**src/rtl/cam_update_sequencer.sv**
```systemverilog
`default_nettype none
// ============================================================================
//  Module      : cam_update_sequencer
//  Description : Sequences LOOKUP / REPLACE / INIT commands against an external
//                8x4 CAM register block and returns a single response per
//                command (hit, lowest/highest matching entry, error flag).
//                REPLACE runs lookup, a one-cycle write and a verify lookup
//                that checks the write took effect.
//  Revision    : 1.0 - initial release
// ============================================================================
module cam_update_sequencer (
    input  logic       clk,
    input  logic       reset,
    // command channel
    input  logic       cmd_valid,
    output logic       cmd_ready,
    input  logic [1:0] cmd_op,
    input  logic [3:0] cmd_key,
    input  logic [3:0] cmd_new,
    // response channel
    output logic       rsp_valid,
    input  logic       rsp_ready,
    output logic       rsp_hit,
    output logic [2:0] rsp_min,
    output logic [2:0] rsp_max,
    output logic       rsp_err,
    // CAM register block control
    output logic [3:0] D_lookup,
    output logic       setD,
    output logic [3:0] newD,
    output logic       init,
    // CAM register block match results for D_lookup
    input  logic       valid,
    input  logic [2:0] minAddr,
    input  logic [2:0] maxAddr,
    // number of write pulses issued, saturating
    output logic [7:0] op_count
);

    // command opcodes
    localparam logic [1:0] c_OP_RSVD    = 2'b00;
    localparam logic [1:0] c_OP_LOOKUP  = 2'b01;
    localparam logic [1:0] c_OP_REPLACE = 2'b10;
    localparam logic [1:0] c_OP_INIT    = 2'b11;

    // sequencer states
    localparam logic [2:0] c_IDLE   = 3'd0;
    localparam logic [2:0] c_LOOKUP = 3'd1;
    localparam logic [2:0] c_WRITE  = 3'd2;
    localparam logic [2:0] c_VERIFY = 3'd3;
    localparam logic [2:0] c_INITS  = 3'd4;
    localparam logic [2:0] c_RESP   = 3'd5;

    logic [2:0] r_state;
    logic [1:0] r_op;
    logic [3:0] r_key;
    logic [3:0] r_new;

    logic       w_accept;
    logic       w_verify_err;
    logic [7:0] w_op_count_next;

    assign cmd_ready = (r_state == c_IDLE);
    assign w_accept  = cmd_valid && cmd_ready;

    // After the write, an unchanged key must still match and a changed key
    // must no longer match anywhere.
    assign w_verify_err = (r_key != r_new) ? valid : ~valid;

    assign w_op_count_next = (op_count == 8'hFF) ? op_count : op_count + 8'd1;

    // Sequencer: state, captured command, CAM drive and registered response.
    always_ff @(posedge clk) begin
        if (reset) begin
            r_state   <= c_IDLE;
            r_op      <= c_OP_RSVD;
            r_key     <= 4'd0;
            r_new     <= 4'd0;
            rsp_valid <= 1'b0;
            rsp_hit   <= 1'b0;
            rsp_min   <= 3'd0;
            rsp_max   <= 3'd0;
            rsp_err   <= 1'b0;
            D_lookup  <= 4'd0;
            setD      <= 1'b0;
            newD      <= 4'd0;
            init      <= 1'b0;
            op_count  <= 8'd0;
        end else begin
            // strobes are single-cycle unless a state below re-asserts them
            setD <= 1'b0;
            init <= 1'b0;

            case (r_state)
                c_IDLE: begin
                    D_lookup <= 4'd0;
                    newD     <= 4'd0;
                    if (w_accept) begin
                        r_op    <= cmd_op;
                        r_key   <= cmd_key;
                        r_new   <= cmd_new;
                        rsp_err <= 1'b0;
                        case (cmd_op)
                            c_OP_LOOKUP, c_OP_REPLACE: begin
                                r_state  <= c_LOOKUP;
                                D_lookup <= cmd_key;
                            end
                            c_OP_INIT: begin
                                r_state <= c_INITS;
                                init    <= 1'b1;
                            end
                            default: begin
                                // reserved op answers immediately with an error
                                r_state   <= c_RESP;
                                rsp_valid <= 1'b1;
                                rsp_hit   <= 1'b0;
                                rsp_min   <= 3'd0;
                                rsp_max   <= 3'd0;
                                rsp_err   <= 1'b1;
                            end
                        endcase
                    end
                end

                c_LOOKUP: begin
                    rsp_hit <= valid;
                    rsp_min <= minAddr;
                    rsp_max <= maxAddr;
                    if ((r_op == c_OP_REPLACE) && valid) begin
                        // D_lookup keeps the key so the CAM knows what to replace
                        r_state  <= c_WRITE;
                        setD     <= 1'b1;
                        newD     <= r_new;
                        op_count <= w_op_count_next;
                    end else begin
                        r_state   <= c_RESP;
                        rsp_valid <= 1'b1;
                        D_lookup  <= 4'd0;
                    end
                end

                c_WRITE: begin
                    r_state <= c_VERIFY;
                    newD    <= 4'd0;
                end

                c_VERIFY: begin
                    // hit/min/max keep the values from the first lookup
                    rsp_err   <= w_verify_err;
                    r_state   <= c_RESP;
                    rsp_valid <= 1'b1;
                    D_lookup  <= 4'd0;
                end

                c_INITS: begin
                    rsp_hit   <= 1'b0;
                    rsp_min   <= 3'd0;
                    rsp_max   <= 3'd0;
                    rsp_err   <= 1'b0;
                    r_state   <= c_RESP;
                    rsp_valid <= 1'b1;
                end

                c_RESP: begin
                    D_lookup <= 4'd0;
                    newD     <= 4'd0;
                    if (rsp_ready) begin
                        rsp_valid <= 1'b0;
                        r_state   <= c_IDLE;
                    end
                end

                default: begin
                    r_state   <= c_IDLE;
                    rsp_valid <= 1'b0;
                    D_lookup  <= 4'd0;
                    newD      <= 4'd0;
                end
            endcase
        end
    end

endmodule
`default_nettype wire

```
**config.mk**
```make
export PLATFORM = sky130hd
export DESIGN_NAME = cam_update_sequencer
export DESIGN_NICKNAME = d
export VERILOG_FILES = /design/src/rtl/cam_update_sequencer.sv
export SDC_FILE = /design/constraint.sdc
export NUM_CORES = 1
export LEC_CHECK = 0
export BUFFER_PORTS_ARGS = -buffer_cell sky130_fd_sc_hd__clkbuf_2
export CORE_ASPECT_RATIO = 0.5
export CORE_UTILIZATION = 57
export CTS_BUF_LIST = sky130_fd_sc_hd__clkbuf_8
export CTS_CLUSTER_DIAMETER = 150
export DETAILED_ROUTE_END_ITERATION = 8
export PLACE_DENSITY_LB_ADDON = 0.05
export SYNTH_ARGS = -nofsm -noshare
export SYNTH_HDL_FRONTEND = slang
export SYNTH_SLANG_ARGS = --single-unit
```
**constraint.sdc**
```tcl
create_clock -name clk -period 3.51 [get_ports clk]
set_input_delay 0.1755 -clock clk [delete_from_list [all_inputs] [get_ports clk]]
set_output_delay 0.1755 -clock clk [all_outputs]
set_load 0.02 [all_outputs]
```
==> qor.tcl <==
set qor(fin_tns_setup_ps) 0
set qor(crit_fanout) 14
set qor(num-fill-cells) 210
set qor(yosysWarnings) 0
set qor(synthCells) 203
set qor(drtIter0Drc) 150
set qor(remaining_drc_errors) 0
set qor(floorplan.die.height_um) 41.1
set qor(vias_in_the_first_global_route) 1352
set qor(clock_sink_count) 40
set qor(cts.repair.resized) 0
set qor(initial_utilization_pct) 63.6
set qor(max_cap_violations) 0
set qor(max_freq_ghz) 0.481
set qor(wl_per_cell_um) 13.3
set qor(largest_net_degree_at_the_start_of_global_routing) 41
set qor(postSynth.asyncResetShare_pct) 0
set qor(synth.lib_cells_used.distinct) 43
set qor(synth.net_count) 227
set qor(layout.cells.most_common) {sky130_fd_sc_hd__clkbuf_2}
set qor(antenna_left) 0
set qor(status) {finished, final reports clean}
set qor(yosysSeqAreaShare_pct) 46.0
set qor(hp-class) {input pin to register}
set qor(synth_ff_type) {sky130_fd_sc_hd__dfxtp_1}
set qor(grt_pass1_wl_mm) 6.09
set qor(ir_worst_vdd_v) 0.000324
set qor(power_density_relative_to_cell_area_nw_per_um2) 489
set qor(maxSlewViolCount) 0
set qor(worst_ep_arrival_time_ps) 2290
set qor(final_layout_size_suffix_gt1_share_pct) 22.9
set qor(multi_input_comb_area_um2) 877
set qor(worstSetupEndpointType) {register}
set qor(area.sequential_um2) 801
set qor(clock_latency_ps) 290
set qor(port_buffers) 48
set qor(cts_inserted_buffers) 5
set qor(totalWireLength_mm) 3.79
set qor(synthesis.area_per_instance_um2) 8.57
set qor(n_antenna_cell) 0
set qor(instances_no_fill) 286
set qor(grt_setup_unrepaired) {no}
set qor(post-route-period-util_pct) 59.3
set qor(drt-pass1-iter-count) 4
set qor(clk_pin_slew_worst_paths_ps) 70
set qor(layout.nets) 272
set qor(clock_tree.htree_level_count) 2
set qor(floorplan.io_pins) 49
set qor(worst_margin_pin_slew_ps) 914
set qor(finalSetupViolations) 0
set qor(via_per_inst) 5.59
set qor(cts_setup_buffers) 0
set qor(worstSetupStartpointType) {register}
set qor(relSlewSlack_pct) 38.6
set qor(critical_path_class) {register to register}
set qor(dpl.hpwl_mm) 2.68
set qor(clock-skew-final_ps) 3.93
set qor(global_route.usage.total_pct) 25.7
set qor(dr_total_vias) 1600
set qor(fp.dieW_um) 80.1
set qor(routability_congestion_estimate_from_global_placement) 0.843
set qor(die_area_um2) 3290
set qor(timing.critical_path.required_ps) 3720
set qor(synth.cell_area_um2) 1740
set qor(commonest_non_fill_non_tap_cells_in_the_layout) {sky130_fd_sc_hd__clkbuf_2 (48), sky130_fd_sc_hd__dfxtp_1 (40), sky130_fd_sc_hd__nand2_1 (24), sky130_fd_sc_hd__nor2_1 (24), sky130_fd_sc_hd__a21oi_1 (20)}
set qor(synth_enable_flop_cells) 0
set qor(row_count) 13
set qor(layout-area-overhead-vs-synth_pct) 19.4
set qor(ys_ff_latch) 40
set qor(initial_antenna_violation_count) 0
set qor(clock-root-buffer) {sky130_fd_sc_hd__clkbuf_8}
set qor(total_leakage_power_nw) 0.907
set qor(final_hold_viol_count) 0
set qor(numPlacedInstances) 278
set qor(fin_crit_ps) 2080
set qor(grt_overflow) 0
set qor(core_area_um2) 2730
set qor(tritoncts) {yes}
set qor(cts-root-to-sink-buffers) 2
set qor(ctsHoldBuffers) 0
[routing by layer]
layer | part of all wire (%) | vias to the layer above | GRT usage, %
li1 | - | 815 | -
met1 | 50 | 736 | 32.7
met2 | 43 | 47 | 42.5
met3 | 6.3 | 2 | 9.11
met4 | 0.42 | 0 | 7.14
met5 | 0 | - | 0
[cell usage after synthesis (3+ instances only)]
| library cell | count | share of area, % |
|---|---|---|
| sky130_fd_sc_hd__xor2_1 | 5 | 2.5 |
| sky130_fd_sc_hd__nand2_1 | 24 | 5.2 |
| sky130_fd_sc_hd__nand3_1 | 3 | 0.86 |
| sky130_fd_sc_hd__inv_1 | 6 | 1.3 |
| sky130_fd_sc_hd__dfxtp_1 | 40 | 46 |
| sky130_fd_sc_hd__nor3_1 | 7 | 2.0 |
| sky130_fd_sc_hd__nor2_1 | 24 | 5.2 |
| sky130_fd_sc_hd__o21ai_0 | 4 | 1.2 |
| sky130_fd_sc_hd__ha_1 | 3 | 2.2 |
| sky130_fd_sc_hd__clkbuf_1 | 8 | 1.7 |
| sky130_fd_sc_hd__a32oi_1 | 4 | 2.0 |
| sky130_fd_sc_hd__nor2b_1 | 4 | 1.4 |
| sky130_fd_sc_hd__a22oi_1 | 11 | 4.7 |
| sky130_fd_sc_hd__a21oi_1 | 20 | 5.8 |
| sky130_fd_sc_hd__a211oi_1 | 3 | 1.3 |
[registers in the layout (all words and copies together) (netlist names)]
signal     count
r_state        3
setD           1
r_new          4
op_count       8
rsp_err        1
rsp_valid      1
init           1
rsp_hit        1
newD           4
D_lookup       4
r_key          4
rsp_max        3
r_op           2
rsp_min        3
[power breakdown]
| part | internal, mW | switching [mW] | leakage, nW | total [mW] |
|---|---|---|---|---|
| logic | 0.0770 | 0.119 | 0.528 | 0.196 |
| registers | 0.483 | 0.0313 | 0.325 | 0.514 |
| clock network | 0.154 | 0.152 | 0.0538 | 0.306 |
[per-stage QoR]
stage / power, mW / instance area [um^2] / hold WS, ps / util (%) / setup slack [ps]
after floorplan: 0.662 / 1740 / 311 / - / 1740
after global placement: 0.711 / 1990 / 398 / 72.7 / 1530
after detailed placement: 0.720 / 1990 / 403 / 72.7 / 1470
after CTS: 1.02 / 2080 / 95.0 / 76.0 / 1450
after global routing: 1.07 / 2080 / 105 / 76.0 / 1340
final: 1.02 / 2080 / 103 / 76.0 / 1430
[path summary, 6_finish.rpt]
kind,from,to,slack (ps),cells after the start
max,r_state[0]$_SDFFE_PP0P_,op_count[3]$_SDFFE_PP0P_,1430,4
min reg2reg,r_key[2]$_SDFFE_PP0P_,r_key[2]$_SDFFE_PP0P_,470,2
max reg2reg,r_state[0]$_SDFFE_PP0P_,op_count[3]$_SDFFE_PP0P_,1430,4
min,cmd_new[0],r_new[0]$_SDFFE_PP0P_,100,3
[area by class of cell]
cell class              instances  area share (%)
inverters                       6            1.08
repair buffers                 48            11.6
clock buffers                   6            3.98
multi-input cells             147            42.2
well taps                      37            2.23
flip-flops and latches         40            38.6
clock inverters                 2           0.361
[kinds of logic (layout without fill, tap and decap cells)]
group           Yosys count  count (layout)  synth area share, %
simple gates             78              78                 21.8
compound gates           57              57                 21.8
flops                    40              40                 46.0
buf+inv                  16              62                 3.52
xor+xnor                  7               7                 3.53
fa+ha+maj                 3               3                 2.16
mux                       2               2                 1.15
[critical path, stage by stage (launching register included)]
cell and delay, ps:
sky130_fd_sc_hd__dfxtp_1 560, sky130_fd_sc_hd__or3b_1 490, sky130_fd_sc_hd__or2_4 310, sky130_fd_sc_hd__or4_1 500
sky130_fd_sc_hd__a21oi_1 150
Power figures use the tool's default switching activity.
